**src/rtl/mux_scan_ctrl.sv**
```systemverilog
// mux_scan_ctrl: walks the select lines of a 16:1 mux stage and waits a
// settle time on each channel. The mux output is sampled once per channel
// into a 16-bit frame. Finished frames go downstream on a valid/ready
// handshake. A frame that completes while the previous one is still
// unaccepted is dropped and flagged on a sticky overrun bit.
module mux_scan_ctrl #(
    parameter int SETTLE     = 1,     // cycles per channel, 1..15
    parameter bit CONTINUOUS = 1'b0   // 1: rescan back-to-back until stop_i
) (
    input  logic        clk_i,
    input  logic        rst_ni,
    input  logic        start_i,
    input  logic        stop_i,
    input  logic        mux_i,
    output logic [3:0]  sel_o,
    output logic        busy_o,
    output logic [15:0] frame_o,
    output logic        valid_o,
    input  logic        ready_i,
    output logic        overrun_o
);

    typedef enum logic {
        IDLE = 1'b0,
        SCAN = 1'b1
    } state_t;

    localparam logic [3:0] RELOAD = 4'(SETTLE - 1);

    state_t      state_q, state_d;
    logic [3:0]  sel_q, sel_d;
    logic [3:0]  cnt_q, cnt_d;
    logic [14:0] shadow_q, shadow_d;   // channels 0..14; channel 15 comes straight from mux_i
    logic [15:0] frame_q, frame_d;
    logic        valid_q, valid_d;
    logic        overrun_q, overrun_d;
    logic        stop_q, stop_d;

    logic        accept;
    logic        complete;
    logic        stop_now;
    logic [15:0] candidate;

    // Next-state logic: scan sequencing, channel capture and output handshake
    always_comb begin
        state_d   = state_q;
        sel_d     = sel_q;
        cnt_d     = cnt_q;
        shadow_d  = shadow_q;
        frame_d   = frame_q;
        valid_d   = valid_q;
        overrun_d = overrun_q;
        stop_d    = stop_q;
        complete  = 1'b0;
        accept    = valid_q & ready_i;
        candidate = {mux_i, shadow_q};
        // A stop arriving on the completion edge itself also ends the scan.
        stop_now  = stop_q | ((CONTINUOUS == 1'b1) & stop_i);

        case (state_q)
            IDLE: begin
                if (start_i) begin
                    state_d   = SCAN;
                    sel_d     = 4'd0;
                    cnt_d     = RELOAD;
                    overrun_d = 1'b0;
                    stop_d    = 1'b0;
                end
            end
            SCAN: begin
                if ((CONTINUOUS == 1'b1) && stop_i) begin
                    stop_d = 1'b1;
                end
                if (cnt_q == 4'd0) begin
                    cnt_d = RELOAD;
                    sel_d = sel_q + 4'd1;   // wraps 15 -> 0
                    for (int b = 0; b < 15; b++) begin
                        if (sel_q == 4'(b)) begin
                            shadow_d[b] = mux_i;
                        end
                    end
                    if (sel_q == 4'd15) begin
                        complete = 1'b1;
                        if ((CONTINUOUS == 1'b0) || stop_now) begin
                            state_d = IDLE;
                            stop_d  = 1'b0;
                        end
                    end
                end else begin
                    cnt_d = cnt_q - 4'd1;
                end
            end
            default: state_d = IDLE;
        endcase

        if (complete) begin
            if (!valid_q || accept) begin
                frame_d = candidate;
                valid_d = 1'b1;
            end else begin
                overrun_d = 1'b1;
            end
        end else if (accept) begin
            valid_d = 1'b0;
        end
    end

    // State registers with asynchronous active-low reset
    always_ff @(posedge clk_i or negedge rst_ni) begin
        if (!rst_ni) begin
            state_q   <= IDLE;
            sel_q     <= 4'd0;
            cnt_q     <= 4'd0;
            shadow_q  <= 15'd0;
            frame_q   <= 16'd0;
            valid_q   <= 1'b0;
            overrun_q <= 1'b0;
            stop_q    <= 1'b0;
        end else begin
            state_q   <= state_d;
            sel_q     <= sel_d;
            cnt_q     <= cnt_d;
            shadow_q  <= shadow_d;
            frame_q   <= frame_d;
            valid_q   <= valid_d;
            overrun_q <= overrun_d;
            stop_q    <= stop_d;
        end
    end

    assign sel_o     = sel_q;
    assign busy_o    = (state_q == SCAN);
    assign frame_o   = frame_q;
    assign valid_o   = valid_q;
    assign overrun_o = overrun_q;

endmodule

```
**config.mk**
```make
export PLATFORM = sky130hd
export DESIGN_NAME = mux_scan_ctrl
export DESIGN_NICKNAME = d
export VERILOG_FILES = /design/src/rtl/mux_scan_ctrl.sv
export SDC_FILE = /design/constraint.sdc
export NUM_CORES = 1
export LEC_CHECK = 0
export ABC_AREA = 0
export BUFFER_PORTS_ARGS = -buffer_cell sky130_fd_sc_hd__buf_2
export CAP_MARGIN = 20
export CORE_ASPECT_RATIO = 2
export CORE_MARGIN = 2
export CORE_UTILIZATION = 50
export DETAILED_ROUTE_END_ITERATION = 6
export GPL_TIMING_DRIVEN = 0
export PLACE_DENSITY = 0.74
export SYNTH_ARGS = -nofsm -noshare
export SYNTH_HDL_FRONTEND = slang
export SYNTH_SLANG_ARGS = --single-unit
export TNS_END_PERCENT = 5
```
**constraint.sdc**
```tcl
create_clock -name clk_i -period 1.82 [get_ports clk_i]
set_input_delay 0.091 -clock clk_i [delete_from_list [all_inputs] [get_ports clk_i]]
set_output_delay 0.091 -clock clk_i [all_outputs]
set_load 0.005 [all_outputs]
```
==> impl_results.md <==
- Outcome: finished, final reports clean
- Worst reg2reg path depth: 6
- Die H: 91.34 microns
- Hold crit path type: input pin to flip-flop
- FF-to-FF End: frame_o[1]$_DFFE_PN0P_
- Maximum single-stage delay on the critical path: 410 ps
- CP required: roughly 2000 ps
- DRC Markers: 0
- # diodes: 0
- Max Clk Rate: 564.1 MHz
- CP delay by family, top: simple AND/OR/NAND/NOR gates
- CP arrival: 1960 ps
- Area grow syn2layout: 24.80%
- Yosys warning count: 0
- Mapped Nets: ~160
- Sequential share of the synthesized area: 55.12%
- Hold Startpoint: start_i
- Final hold violation count: 0
- Peak supply drop: 0.0009259 V
- Sequential Area: ~1100 sq um
- I/O pin count: 29
- Reg2reg start: cnt_q[1]$_DFFE_PN0P_
- Largest family of logic cells by synthesized area: multiplexers
- Die width: 47.67 microns
- Xor-xnor portion of the synthesized cell area: 0%
- Detailed router's first-iteration violation count: 15
- Htree depth: 2
- Layout cell share with drive strength beyond 1: about 47%
- Fin util: 65.27%
- Pleak: 1.143 nW
- Initial antenna violation count: 0
- Max FO, Critical Path: 5
- CTS clk-pin slew, worst paths: roughly 80 ps
- GRT Total Usage: 20.05%
- NumNets Final: 209
- Synthesized cell area: about 1900 sq um
- MaxCap Viol Count: 0
- Pin count of the biggest net entering global routing: 43
- CTS tree: yes
- R2R setup slack: between 40 and 50 ps
- Total design power: 3.453 mW
- Power Density: 1451 nW/um^2
- Clock skew: 5.602 ps
- WL/cell: 15.55 microns
- Compound-cell area share of the yosys netlist: 3.675%
- First-pass GRT wire length: 6.327 mm
- Cells along the critical path: inv_2 > ha_4 > nand4bb_4 > nor3_4 > buf_6 > mux2_2
- Avg Cell Area, Syn: 12.54 sq um
- Post-route clock period utilization: 97.40%
- Routability cong.: 0.8491
- # fillers: 305
- Die ar.: 4353 sq um
- Yosys cell types: 28
- Crit-path slowest cell: dfrtp_1
- Root Driver: clkbuf_8
- Worst-skew pair later-pin latency: 300 ps
- # setup viols final: 0
- Simple-gate share of the synthesized area: between 10 and 15%
- Synth Instances: between 150 and 200
- Clock sinks: 42
- Crit path kind: flip-flop to flip-flop
- Worst Max-Slew Pin Slew: 887.8 ps
- Vias in the first global route: roughly 1.4k
- Most common cell after layout, fill and taps aside: dfrtp_1
- Rows: 31
- First-pass DRT Iterations: 4
- Multi-input logic area: 828.3 sq um
- Hpwl dp: 2.815 mm
- Crit start category: flip-flop
- Vias: roughly 1.3k
- Post-Route WL: 3.842 mm
- RSZ-0062 raised after global routing: true
- Initial core utilization: 52.30%
- Post-synthesis adder-cell area fraction: 3.937%
- GRT Residual Overflow: 0
- Hold Path Sink: cnt_q[1]$_DFFE_PN0P_
- CTS Buf Count: 5
- Post-synthesis mux area share: 19.42%
- Post-DRT Antenna Nets: 0
- Vias/cell: 5.364
- Max-slew violation count: 0
- Deepest clock path buffer count: 2
- Crit path buf inv count: 2
- Core Region: 3646 sq um
- Slew headroom: 40.82%
- Port bufs: 27
- Placed inst area: 2103 sq um
- Crit. End Element: flip-flop
- Synthesized flop and latch total: 42
- Fin crit period: 1773 ps
- Post-layout instance area: 2380 sq um
- Hold depth: 2
- Most frequent cells in the layout: dfrtp_1, mux2_2, buf_2
-- kinds of logic (layout without fill, tap and decap cells) --
| family | Yosys count | count (layout) |
|---|---|---|
| adders and majority gates | 6 | 6 |
| buffers and inverters | 14 | 60 |
| muxes | 33 | 33 |
| DFF | 42 | 42 |
| and+or+nand+nor | 46 | 46 |
| AOI/OAI and AO/OA | 11 | 11 |
-- synthesized netlist by cell type --
cell type / n / area share (%)
nand2b_1: 2 / 0.66
nand2_1: 10 / 2.0
nand4_1: 3 / 0.98
buf_6: 1 / 0.59
nand4bb_4: 1 / 1.4
dfrtp_1: 42 / 55
o32ai_1: 1 / 0.46
o21ai_0: 4 / 1.0
mux2i_1: 1 / 0.52
a22o_1: 1 / 0.46
or3_1: 1 / 0.33
and4bb_2: 1 / 0.66
o31ai_1: 2 / 0.79
nor4_1: 1 / 0.33
nor2_1: 6 / 1.2
ha_1: 6 / 3.9
nand4b_1: 3 / 1.4
nor3_4: 1 / 0.85
mux2_2: 32 / 19
clkbuf_1: 3 / 0.59
buf_2: 3 / 0.79
or2_2: 1 / 0.33
inv_1: 7 / 1.4
nor3_1: 7 / 1.8
a21oi_1: 2 / 0.52
nand3_1: 6 / 1.6
a21o_1: 1 / 0.39
nor2b_1: 3 / 0.98
-- state kept, by name, summed over array words and instances (netlist names) --
register and flops:
shadow_q 15, overrun_o 1, sel_o 4, busy_o 1, frame_o 16, cnt_q 4
valid_o 1
-- worst max-delay path by stage --
| stage | end | cells after the start | start | slack (ps) |
|---|---|---|---|---|
| finish | frame_o[1]$_DFFE_PN0P_ | 6 | cnt_q[1]$_DFFE_PN0P_ | 50 |
| global route | frame_o[3]$_DFFE_PN0P_ | 6 | cnt_q[1]$_DFFE_PN0P_ | -40 |
| CTS | shadow_q[4]$_DFFE_PN0P_ | 6 | cnt_q[0]$_DFFE_PN0P_ | -2 |
| detailed placement | frame_o[9]$_DFFE_PN0P_ | 6 | cnt_q[0]$_DFFE_PN0P_ | -230 |
| global placement | frame_o[3]$_DFFE_PN0P_ | 6 | cnt_q[0]$_DFFE_PN0P_ | -120 |
| floorplan | frame_o[10]$_DFFE_PN0P_ | 6 | cnt_q[0]$_DFFE_PN0P_ | 40 |
-- routing by layer --
| layer | routed length, microns | share of wire [%] | GRT usage [%] | vias to the layer above |
|---|---|---|---|---|
| met3 | 110 | 2.9 | 4.175 | 6 |
| li1 | - | - | - | 625 |
| met1 | 1296 | 34 | 21.61 | 670 |
| met4 | 67 | 1.7 | 8.784 | 0 |
| met2 | 2368 | 62 | 34.80 | 24 |
| met5 | 0 | 0 | 0 | - |
-- final cells by class --
class	count	share of cell area, %
Sequential cell	42	44.27
Multi-Input combinational cell	96	34.81
Timing Repair Buffer	38	9.569
Clock buffer	6	3.470
Tap cell	49	2.576
Clock inverter	2	2.524
Buffer	7	1.682
Inverter	7	1.104
-- metrics by stage --
step | hold WS (ps) | setup slack, ps | instances | setup TNS [ps]
global route | 22.47 | -41.44 | 247 | -356.9
floorplan | -204.6 | 43.21 | 152 | 0
finish | 19.04 | 47.30 | 247 | 0
global placement | 244.1 | -123.7 | 228 | -1227
CTS | 6.824 | -1.681 | 239 | -1.681
detailed placement | 271.6 | -225.4 | 228 | -2626
-- power by group --
| group | switching, mW | leakage [nW] | internal, mW |
|---|---|---|---|
| logic | 0.560 | 0.532 | 0.570 |
| clock network | 0.316 | 0.0714 | 0.585 |
| registers | 0.210 | 0.539 | 1.21 |
| total | 1.09 | 1.14 | 2.37 |
-- what timing repair did --
action	CTS	global route
pin swaps	1	2
hold buffers	1	0
hold endpoints to repair	42	0
setup endpoints to repair	27	28
setup buffers	2	7
gates resized for setup	4	12
gates cloned	0	1
No activity file was read; power rests on OpenSTA's default activity.
